==> config.mk <==
export PLATFORM = sky130hd
export DESIGN_NAME = add_controller
export DESIGN_NICKNAME = d
export VERILOG_FILES = /design/src/rtl/add_controller.sv
export SDC_FILE = /design/constraint.sdc
export NUM_CORES = 1
export LEC_CHECK = 0
export CORE_MARGIN = 2
export CORE_UTILIZATION = 40
export CTS_BUF_LIST = sky130_fd_sc_hd__clkbuf_8 sky130_fd_sc_hd__clkbuf_16
export CTS_CLUSTER_SIZE = 24
export DETAILED_ROUTE_END_ITERATION = 8
export MAX_ROUTING_LAYER = met4
export PLACE_DENSITY = 0.7
export SYNTH_ARGS = -nofsm -noshare
export SYNTH_HDL_FRONTEND = slang
export SYNTH_SLANG_ARGS = --single-unit
==> constraint.sdc <==
create_clock -name CLK -period 1.6 [get_ports CLK]
set_input_delay 0.16 -clock CLK [delete_from_list [all_inputs] [get_ports CLK]]
set_output_delay 0.16 -clock CLK [all_outputs]
set_load 0.02 [all_outputs]
==> src/rtl/add_controller.sv <==
// -----------------------------------------------------------------------------
// add_controller
//
// Moore FSM that sequences the 6-bit add datapath through
//   result = (a + b + 3*N) + (a + 3)  (mod 64)
// where N is iter_cnt sampled when start is accepted.
//
// State walk: IDLE -> LOAD -> ACC (N cycles) -> YSTEP -> OUT -> DONE -> IDLE
//
// Ports:
//   CLK       in   system clock, rising edge
//   RST_N     in   asynchronous active-low reset
//   start     in   request pulse, honoured only in IDLE
//   iter_cnt  in   [CNT_W] number of ACC passes, sampled on accepted start
//   enx/eny   out  xi / yi register load enables
//   enz       out  result-capture strobe
//   sa        out  adder A select: 1 = a, 0 = xi
//   sb        out  adder B select: 1 = b, 0 = sy-selected operand
//   sc        out  adder C select, always 0
//   sy        out  when sb=0: 1 = yi, 0 = constant 3
//   busy      out  high in every state except IDLE
//   done      out  one-cycle completion pulse
//
// Optional feature (macro ADD_CTRL_ABORT_EN):
//   abort     in   in LOAD/ACC/YSTEP/OUT forces the next state to DONE
//   aborted   out  set on an aborting transition, cleared by the next start
// -----------------------------------------------------------------------------
module add_controller #(
    parameter int CNT_W = 4
) (
    input  logic             CLK,
    input  logic             RST_N,
    input  logic             start,
    input  logic [CNT_W-1:0] iter_cnt,
`ifdef ADD_CTRL_ABORT_EN
    input  logic             abort,
    output logic             aborted,
`endif
    output logic             enx,
    output logic             eny,
    output logic             enz,
    output logic             sa,
    output logic             sb,
    output logic             sc,
    output logic             sy,
    output logic             busy,
    output logic             done
);

    typedef enum logic [2:0] {
        S_IDLE  = 3'd0,
        S_LOAD  = 3'd1,
        S_ACC   = 3'd2,
        S_YSTEP = 3'd3,
        S_OUT   = 3'd4,
        S_DONE  = 3'd5
    } state_e;

    state_e           state_q, state_d;
    logic [CNT_W-1:0] cnt_q, cnt_d;

    // ------------------------------------------------------------------
    // State and counter registers
    // ------------------------------------------------------------------
    // NOTE: sequential state uses non-blocking assignments so every
    // register samples its pre-edge inputs regardless of block order.
    always_ff @(posedge CLK or negedge RST_N) begin
        if (!RST_N) begin
            state_q <= S_IDLE;
            cnt_q   <= '0;
        end else begin
            state_q <= state_d;
            cnt_q   <= cnt_d;
        end
    end

`ifdef ADD_CTRL_ABORT_EN
    logic aborted_q, aborted_d;
    logic abortable;

    always_ff @(posedge CLK or negedge RST_N) begin
        if (!RST_N) begin
            aborted_q <= 1'b0;
        end else begin
            aborted_q <= aborted_d;
        end
    end

    assign aborted   = aborted_q;
    // Only the working states can be cut short; IDLE and DONE ignore abort.
    assign abortable = (state_q == S_LOAD) || (state_q == S_ACC) ||
                       (state_q == S_YSTEP) || (state_q == S_OUT);
`endif

    // ------------------------------------------------------------------
    // Next-state logic
    // ------------------------------------------------------------------
    // NOTE: every signal driven here gets a default first, so no path
    // through the case leaves it unassigned and no latch is inferred.
    always_comb begin
        state_d = S_IDLE;
        cnt_d   = cnt_q;

        unique case (state_q)
            S_IDLE: begin
                if (start) begin
                    state_d = S_LOAD;
                    cnt_d   = iter_cnt;
                end else begin
                    state_d = S_IDLE;
                end
            end
            S_LOAD: begin
                state_d = (cnt_q == '0) ? S_YSTEP : S_ACC;
            end
            S_ACC: begin
                // cnt enters ACC holding N, so leaving on cnt==1 gives
                // exactly N passes; N = 2^CNT_W-1 never overflows.
                cnt_d   = cnt_q - CNT_W'(1);
                state_d = (cnt_q == CNT_W'(1)) ? S_YSTEP : S_ACC;
            end
            S_YSTEP: state_d = S_OUT;
            S_OUT:   state_d = S_DONE;
            S_DONE:  state_d = S_IDLE;
            default: begin
                // Unused encodings fall back to a clean IDLE.
                state_d = S_IDLE;
                cnt_d   = '0;
            end
        endcase

`ifdef ADD_CTRL_ABORT_EN
        if (abort && abortable) begin
            state_d = S_DONE;
        end
`endif
    end

`ifdef ADD_CTRL_ABORT_EN
    always_comb begin
        aborted_d = aborted_q;
        if (state_q == S_IDLE && start) begin
            aborted_d = 1'b0;
        end else if (abort && abortable) begin
            aborted_d = 1'b1;
        end
    end
`endif

    // ------------------------------------------------------------------
    // Moore output decode: registered state only, no input paths
    // ------------------------------------------------------------------
    always_comb begin
        enx  = 1'b0;
        eny  = 1'b0;
        enz  = 1'b0;
        sa   = 1'b0;
        sb   = 1'b0;
        sc   = 1'b0;
        sy   = 1'b0;
        busy = 1'b0;
        done = 1'b0;

        unique case (state_q)
            S_IDLE: ;
            S_LOAD: begin          // xi <= a + b
                sa   = 1'b1;
                sb   = 1'b1;
                enx  = 1'b1;
                busy = 1'b1;
            end
            S_ACC: begin           // xi <= xi + 3
                enx  = 1'b1;
                busy = 1'b1;
            end
            S_YSTEP: begin         // yi <= a + 3
                sa   = 1'b1;
                eny  = 1'b1;
                busy = 1'b1;
            end
            S_OUT: begin           // adder shows xi + yi for capture
                sy   = 1'b1;
                enz  = 1'b1;
                busy = 1'b1;
            end
            S_DONE: begin
                done = 1'b1;
                busy = 1'b1;
            end
            default: ;
        endcase
    end

endmodule

==> results.yml, run 1 <==
setup_path:
  critPathMaxFanout: 7
  rrSetupSlack_ns: 0.22
  worst_ep_required_time_ns: 1.44
  r2r-start: "state_q[2]$_DFF_PN0_"
  timing.rr.end: "cnt_q[2]$_DFFE_PN0P_"
  worstSetupPathType: "register to primary output"
  arrival_ns: 1.29
  crit_path_end_kind: "primary output"
  start_kind: "register"
  ff2ff_path_depth: 4
cts:
  clock-root-buffer: "clkbuf_8"
  clkTransAtPathRegs_ns: 0.04
  cts.sinks: 7
  cts_buffers: 3
  hold_buffers: 0
  clk_latency_ns: 0.23
  htreeDepth: 1
  cts_tree: "built"
  cts_max_path_buffers: 2
floorplanning:
  die_h_um: 40.5
  die_x_um: 40.5
  std_cell_rows: 13
  io-pin-count: 16
  start_util_pct: 41.9
  core_um2: 1270
  die_area_um2: 1640
finish:
  fin_util_pct: 58.4
  syn_to_final_growth_pct: 39.3
  layout.nets: 91
  fillers: 127
  antenna_cells: 0
  drive_gt1_share_pct: 19.8
grt:
  grt_pass1_wl_mm: 1.76
  grt.total_usage_pct: 17.1
  met1_usage_pct: 22.9
  gr-total-overflow: 0
  grt.busiest_layer: "met2"
  antenna_found_initial: 0
  grt_pass1_vias: 413
  met3_usage_pct: 5.00
  grt_max_degree: 11
  met2_usage_pct: 23.4
logic_synthesis:
  synthCells: 61
  yosys.cell_types.count: 32
  synthesis.area_um2: 532
  synth_top_cell_by_area: "dfrtp_1"
  synth_warnings: 0
  synth_flop_cell: "dfrtp_1"
  synth_fp_nets: 70
  synth_edf_count: 0
  avgSynthCellArea_um2: 8.72
  yosys.area.top_type_share_pct: 32.9
  ys_seq_elements: 7
  synthTopCellsByArea: "dfrtp_1 (33%), nor2_1 (6.4%), ha_1 (4.7%)"
  ys_seq_area_share_pct: 32.9
  synthTopCellsByCount: "nor2_1 (9), dfrtp_1 (7), a21oi_1 (4), inv_1 (4)"
  async_flop_share_pct: 100
  synth.most_common_cell: "nor2_1"
run_status:
  outcome: "complete, no violations"
routing:
  drt_iter0_drc: 22
  via_per_inst: 5.16
  totalWireLength_mm: 1.19
  drc: 0
  postRouteAntennaNets: 0
  num_vias: 495
  wire_per_inst_um: 12.4
  dr.pass1.iters: 4
pwr:
  powerDensity_nw_per_um2: 2210
  peakVddDrop_v: 0.00112
  p_leak_nw: 0.364
min_path:
  hold_path_class: "primary input to async pin"
place:
  gp_congestion: 0.889
  port_buffers: 14
  hpwlAfterDp_um: 938
  place_ws_ns: 0.109
job:
  cap_violations: 0
timing:
  fmax_mhz: 692
  setup_slack_ns: 0.154
  hold_viol: 0
  fin_tns_setup_ns: 0
  final_max_slew_viol_count: 0
  rsz0062_at_grt: "false"
  hold_ws_ns: 0.212
  period_needed_ns: 1.45
  setup_viol_count_final: 0
  post-route-period-util_pct: 90.4
  clock-skew-final_ns: 0.000875
[layer usage]
layer	part of all wire (%)	vias to the layer above	routed length, µm
li1	-	255	-
met2	46	18	545
met3	5.9	0	71
met5	0	-	0
met4	0	0	0
met1	48	222	577
[how the worst max path moves through the flow]
stage | from | end | depth (start not counted) | slack (ns)
after floorplan | state_q[2]$_DFF_PN0_ | sy | 4 | 0.27
after global placement | state_q[0]$_DFF_PN0_ | enx | 3 | 0.12
after detailed placement | state_q[1]$_DFF_PN0_ | sy | 4 | 0.11
after CTS | state_q[2]$_DFF_PN0_ | eny | 3 | 0.14
after global routing | state_q[1]$_DFF_PN0_ | sy | 4 | 0.05
final | state_q[2]$_DFF_PN0_ | eny | 3 | 0.15
[through the flow]
stage	instances	cell area [µm²]	total power, mW
2_1_floorplan	61	532	1.10
3_3_place_gp	92	704	1.44
3_5_place_dp	92	704	1.47
4_1_cts	96	741	1.66
5_1_grt	96	741	1.77
6_report	96	741	1.64
[critical path: stages (launching register included)]
cell and delay, ns:
dfrtp_1 0.42, nand2b_1 0.20, nor2_1 0.10, dlygate4sd2_1 0.34
[repair_timing]
item	4_1_cts	5_1_grt
buffers inserted	0	0
resized for setup	9	0
endpoints found under the setup margin	8	0
hold endpoints to repair	0	0
[cells by family after synthesis]
kind of cell / after synthesis / share of synthesized area, %
adders and majority gates: 2 / 4.71
buffers and inverters: 10 / 10.8
DFF: 7 / 32.9
and+or+nand+nor: 22 / 22.1
xor gates and xnor gates: 2 / 3.29
AOI/OAI and AO/OA: 17 / 25.4
other: 1 / 0.705
[layout make-up]
class | instances | area [µm²] | share of cell area, %
Sequential cell | 7 | 176 | 23.8
Tap cell | 15 | 18.8 | 2.53
Clock buffer | 3 | 41.3 | 5.57
Multi-Input combinational cell | 44 | 299 | 40.4
Timing Repair Buffer | 21 | 183 | 24.7
Clock inverter | 1 | 3.75 | 0.507
Inverter | 5 | 18.8 | 2.53
[registers in the layout, indices dropped and copies added, names as in the netlist]
name / cells
cnt_q: 4
state_q: 3
[layout by cell type, fill, tap and decap left out, types with 2 or more instances in the layout]
| cell | n |
|---|---|
| nor2_1 | 9 |
| dlygate4sd2_1 | 8 |
| buf_4 | 7 |
| dfrtp_1 | 6 |
| clkdlybuf4s50_1 | 6 |
| inv_1 | 5 |
| a21oi_1 | 4 |
| nor3_1 | 3 |
| clkbuf_8 | 3 |
| nand2b_1 | 2 |
| xnor2_1 | 2 |
| a31oi_1 | 2 |
| nand2_1 | 2 |
| ha_1 | 2 |
[where the power goes]
| group | switching [mW] | internal (mW) | total (mW) |
|---|---|---|---|
| registers | 0.112 | 0.268 | 0.380 |
| clock network | 0.0817 | 0.166 | 0.248 |
| logic | 0.532 | 0.480 | 1.01 |
| total | 0.726 | 0.915 | 1.64 |
Note: power is estimated with default switching activity, not from simulation.
==> run 2: changes to the inputs <==
--- a/config.mk
+++ b/config.mk
@@ -10,6 +10,8 @@
 export CTS_BUF_LIST = sky130_fd_sc_hd__clkbuf_8 sky130_fd_sc_hd__clkbuf_16
 export CTS_CLUSTER_SIZE = 24
 export DETAILED_ROUTE_END_ITERATION = 8
+export GPL_TIMING_DRIVEN = 0
+export HOLD_SLACK_MARGIN = 0.06
 export MAX_ROUTING_LAYER = met4
 export PLACE_DENSITY = 0.7
 export SYNTH_ARGS = -nofsm -noshare
==> run 2 against run 1 <==
Non-clock buffer count decreased by 2. Final area decreased by 4.6%. Maximum frequency decreased by 4.7%. Die area unchanged. Sequential cell count unchanged. Cell count decreased by 2.1%. Total power decreased by 2.3%. Clock power increased by 2%. Routed wire length increased by 5.6%. Worst setup slack got worse by 0.072 ns. Global-route usage increased by 2.8 points.
==> results.yml, run 2 (same netlist as run 1, synthesis figures left out) <==
finish:
  fillers: 139
  layout_common_cells: "nor2_1 (9), dfrtp_1 (6), clkdlybuf4s50_1 (6)"
  reg_top3: "cnt_q (4), state_q (3)"
  syn_to_final_growth_pct: 32.9
  largest_reg_flops: 4
  mostFrequentLayoutCell: "nor2_1"
  regMostFlops: "cnt_q"
  antenna_cells: 0
  layout.nets: 89
  drive_gt1_share_pct: 26.6
routing:
  wire_per_inst_um: 13.4
  postRouteAntennaNets: 0
  drc: 0
  totalWireLength_mm: 1.26
  dr.pass1.iters: 4
  via_per_inst: 5.45
  drt_iter0_drc: 5
  num_vias: 512
setup_path:
  critPathMaxFanout: 10
  crit_path_end_kind: "primary output"
  worst_ep_required_time_ns: 1.44
  arrival_ns: 1.36
  worstSetupPathType: "register to primary output"
  start_kind: "register"
cts:
  clk_latency_ns: 0.24
  clkTransAtPathRegs_ns: 0.04
  cts_max_path_buffers: 2
  cts.sinks: 7
  htreeDepth: 1
  clock-root-buffer: "clkbuf_8"
  cts_tree: "built"
  hold_buffers: 0
  cts_buffers: 3
timing:
  clock-skew-final_ns: 0.00580
  final_max_slew_viol_count: 0
  fin_tns_setup_ns: 0
  post-route-period-util_pct: 94.8
  setup_viol_count_final: 0
  setup_slack_ns: 0.0826
  hold_viol: 0
  fmax_mhz: 659
  period_needed_ns: 1.52
  rsz0062_at_grt: "false"
pwr:
  total_power_mw: 1.60
  peakVddDrop_v: 0.000968
  powerDensity_nw_per_um2: 2270
  p_leak_nw: 0.339
place:
  hpwlAfterDp_um: 933
  port_buffers: 14
  place_ws_ns: -0.0921
  gp_congestion: 0.844
job:
  cap_violations: 0
grt:
  antenna_found_initial: 0
  grt_pass1_wl_mm: 1.90
  grt_pass1_vias: 424
  grt_max_degree: 11
  grt.total_usage_pct: 19.9
  gr-total-overflow: 0
floorplanning:
  die_area_um2: 1640
  start_util_pct: 41.9
  die_x_um: 40.5
  die_h_um: 40.5
  core_um2: 1270
  io-pin-count: 16
  std_cell_rows: 13
min_path:
  hold_path_class: "primary input to async pin"
run_status:
  outcome: "complete, no violations"
run 2: area by class of cell:
type / count / area, µm² / area share [%]
repair buffers: 14 / 108 / 15.2
clock buffers: 3 / 41.3 / 5.84
multi-input cells: 44 / 299 / 42.3
flip-flops and latches: 7 / 176 / 25.0
clock inverters: 1 / 3.75 / 0.531
inverters: 5 / 18.8 / 2.65
plain buffers: 5 / 41.3 / 5.84
well taps: 15 / 18.8 / 2.65
run 2: through the flow:
step	area, µm²	std cells	util [%]	hold slack, ns
after floorplan	532	61	-	-0.136
after global placement	691	90	54.4	0.458
after detailed placement	691	90	54.4	0.459
after CTS	731	94	57.6	0.208
after global routing	707	94	55.7	0.215
final	707	94	55.7	0.198
run 2: worst paths after layout:
check,start,to,slack (ns),cells past startpoint
max,state_q[2]$_DFF_PN0_,done,0.08,4
min,RST_N,state_q[2]$_DFF_PN0_,0.20,1
max reg2reg,cnt_q[0]$_DFFE_PN0P_,cnt_q[2]$_DFFE_PN0P_,0.19,5
min reg2reg,cnt_q[1]$_DFFE_PN0P_,cnt_q[1]$_DFFE_PN0P_,0.55,1
max in group asynchronous,RST_N,state_q[1]$_DFF_PN0_,1.12,1
min in group CLK,cnt_q[1]$_DFFE_PN0P_,cnt_q[1]$_DFFE_PN0P_,0.55,1
run 2: worst max-delay path, cell delays in order, from the launching register on:
cell	delay, ns
dfrtp_1	0.42
buf_4	0.21
nand2_1	0.09
nor2_1	0.10
clkdlybuf4s15_1	0.30
run 2: where the power goes:
part | leakage, nW | total (mW) | switching (mW) | internal (mW)
registers | 0.0857 | 0.372 | 0.103 | 0.269
logic | 0.226 | 0.978 | 0.549 | 0.428
clock network | 0.0269 | 0.254 | 0.0870 | 0.167
total | 0.339 | 1.60 | 0.740 | 0.864
run 2: what timing repair did:
action	CTS	global route
gates resized for setup	14	12
setup endpoints to repair	8	7
buffers inserted	0	0
run 2: layer usage:
layer	vias up	share of wire, %	global-route usage [%]	routed length, µm
met5	-	0	-	0
met4	0	0	10.0	0
met3	0	7.3	10.0	92
met2	20	48	27.0	599
met1	242	45	23.8	569
li1	250	-	-	-
==> run 3: changes to the inputs <==
==> constraint.sdc (replaced) <==
create_clock -name CLK -period 1.46 [get_ports CLK]
set_input_delay 0.146 -clock CLK [delete_from_list [all_inputs] [get_ports CLK]]
set_output_delay 0.146 -clock CLK [all_outputs]
set_load 0.02 [all_outputs]
==> run 3 against run 2 <==
First-iteration DRC count increased to 3.8 times the previous value. Non-clock buffer count grew 3. Sequential share of layout area shrank 1.7 points. Clock skew is essentially flat. Core utilization grew 4.0 points. Combinational power rose by 26%. Via count up 1.8%. Highest routed layer unchanged. Count of clock-buffer cells in the layout stayed put. Die area is the same. Critical path depth is the same.
==> results.yml, run 3 (same netlist as run 1, synthesis figures left out) <==
setup_path:
  crit_path_end_kind: "primary output"
  start_kind: "register"
  worstSetupPathType: "register to primary output"
  cp-startpoint: "state_q[2]$_DFF_PN0_"
  worst_ep_required_time_ns: 1.31
  r2r-start: "cnt_q[0]$_DFFE_PN0P_"
  critPathMaxFanout: 10
  arrival_ns: 1.24
finish:
  syn_to_final_growth_pct: 42.6
  mostFrequentLayoutCell: "nor2_1"
  layout_common_cells: "nor2_1 (9), buf_4 (8), dfrtp_1 (6), clkdlybuf4s50_1 (6), inv_1 (5)"
  fin_area_um2: 758
  antenna_cells: 0
  reg_top3: "cnt_q (4), state_q (3)"
  final_cells: 97
  largest_reg_flops: 4
  drive_gt1_share_pct: 31.7
  regMostFlops: "cnt_q"
  layout.nets: 92
timing:
  fmax_mhz: 722
  setup_viol_count_final: 0
  post-route-period-util_pct: 94.8
  hold_viol: 0
  clock-skew-final_ns: 0.00587
  final_max_slew_viol_count: 0
  period_needed_ns: 1.38
  hold_ws_ns: 0.183
place:
  hpwlAfterDp_um: 933
  dp.cells: 90
  gp_congestion: 0.844
  place_area_um2: 691
  port_buffers: 14
floorplanning:
  core_um2: 1270
  std_cell_rows: 13
  die_area_um2: 1640
  die_h_um: 40.5
  die_x_um: 40.5
  io-pin-count: 16
  start_util_pct: 41.9
routing:
  wire_per_inst_um: 13.7
  postRouteAntennaNets: 0
  totalWireLength_mm: 1.33
  via_per_inst: 5.37
  dr.pass1.iters: 4
  drc: 0
  num_vias: 521
  drt_iter0_drc: 19
cts:
  htreeDepth: 1
  clock-root-buffer: "clkbuf_8"
  clk_latency_ns: 0.23
  clkTransAtPathRegs_ns: 0.04
  cts_max_path_buffers: 2
  cts_buffers: 3
  cts.sinks: 7
  cts_tree: "built"
min_path:
  hold_path_class: "primary input to async pin"
pwr:
  powerDensity_nw_per_um2: 2500
  p_leak_nw: 0.360
  total_power_mw: 1.90
  pwr-share-clk_pct: 14.6
  peakVddDrop_v: 0.00110
  power_frac_comb_pct: 64.9
  p_int_mw: 1.04
  switching_share_pct: 45.1
  seq_power_share_pct: 20.5
  p_switching_mw: 0.856
grt:
  gr-total-overflow: 0
  grt_max_degree: 11
  grt_pass1_wl_mm: 2.02
  grt.total_usage_pct: 21.0
  grt_pass1_vias: 448
  antenna_found_initial: 0
job:
  cap_violations: 0
run_status:
  outcome: "complete, no violations"
==> run 3: cell types whose count changed in the layout (fill, tap and decap cells not counted) <==
cell and delta:
a2111oi_2 -1, a2111oi_4 +1, buf_2 +2, buf_4 +4
buf_6 +1, clkbuf_2 -3, clkbuf_4 -1, ha_1 -1
ha_2 +1, xnor2_1 -1, xnor2_2 +1
==> run 3: power groups by stage <==
stage	clock, mW	combinational, mW	sequential, mW
after detailed placement	0	1.16	0.401
after floorplan	0	0.826	0.374
after global routing	0.297	1.35	0.406
final	0.277	1.23	0.390
after global placement	0	1.14	0.402
after CTS	0.286	1.19	0.400
==> run 3: per-layer routing <==
layer | vias up | wire length, µm | global-route usage (%) | share of wire, %
met1 | 243 | 611 | 25.6 | 46
met5 | - | 0 | - | 0
met2 | 20 | 629 | 28.6 | 47
li1 | 258 | - | - | -
met3 | 0 | 84 | 10.0 | 6.3
met4 | 0 | 0 | 10.0 | 0
==> run 3: worst max-delay path: stages, from the launching register on <==
cell and delay (ns):
dfrtp_1 0.37, buf_6 0.15, nand2_1 0.09, nor2_1 0.09, clkdlybuf4s15_1 0.30
==> run 3: final timing paths <==
| kind | to | slack (ns) | cells after the start |
|---|---|---|---|
| max | done | 0.08 | 4 |
| min | cnt_q[2]$_DFFE_PN0P_ | 0.18 | 1 |
| max reg2reg | cnt_q[2]$_DFFE_PN0P_ | 0.13 | 5 |
| min reg2reg | cnt_q[1]$_DFFE_PN0P_ | 0.53 | 1 |
| max in group asynchronous | state_q[1]$_DFF_PN0_ | 0.99 | 1 |
| min in group CLK | cnt_q[1]$_DFFE_PN0P_ | 0.53 | 1 |
==> run 3: area by class of cell <==
| type | instances | area (µm²) |
|---|---|---|
| fill | 126 | 510 |
| timing repair buffer | 17 | 133 |
| inverter | 5 | 18.8 |
| clock inverter | 1 | 3.75 |
| clock buffer | 3 | 41.3 |
| tap | 15 | 18.8 |
| multi-input combinational | 44 | 322 |
| sequential | 7 | 176 |
| buffer | 5 | 45.0 |
==> run 3: per-stage QoR <==
stage          worst slack (ns)  setup TNS [ns]  utilization, %
3_3_place_gp             -0.240           -1.21            54.4
3_5_place_dp             -0.218           -1.16            54.4
6_report                 0.0752               0            59.8
2_1_floorplan             0.142               0               -
4_1_cts                 0.00522               0            59.1
5_1_grt                -0.00274        -0.00274            59.8
==> run 3: repair_timing <==
action	in CTS	in global routing
endpoints found under the setup margin	8	6
cloned	0	0
buffers inserted	2	1
hold buffers	0	0
gates resized for setup	29	7
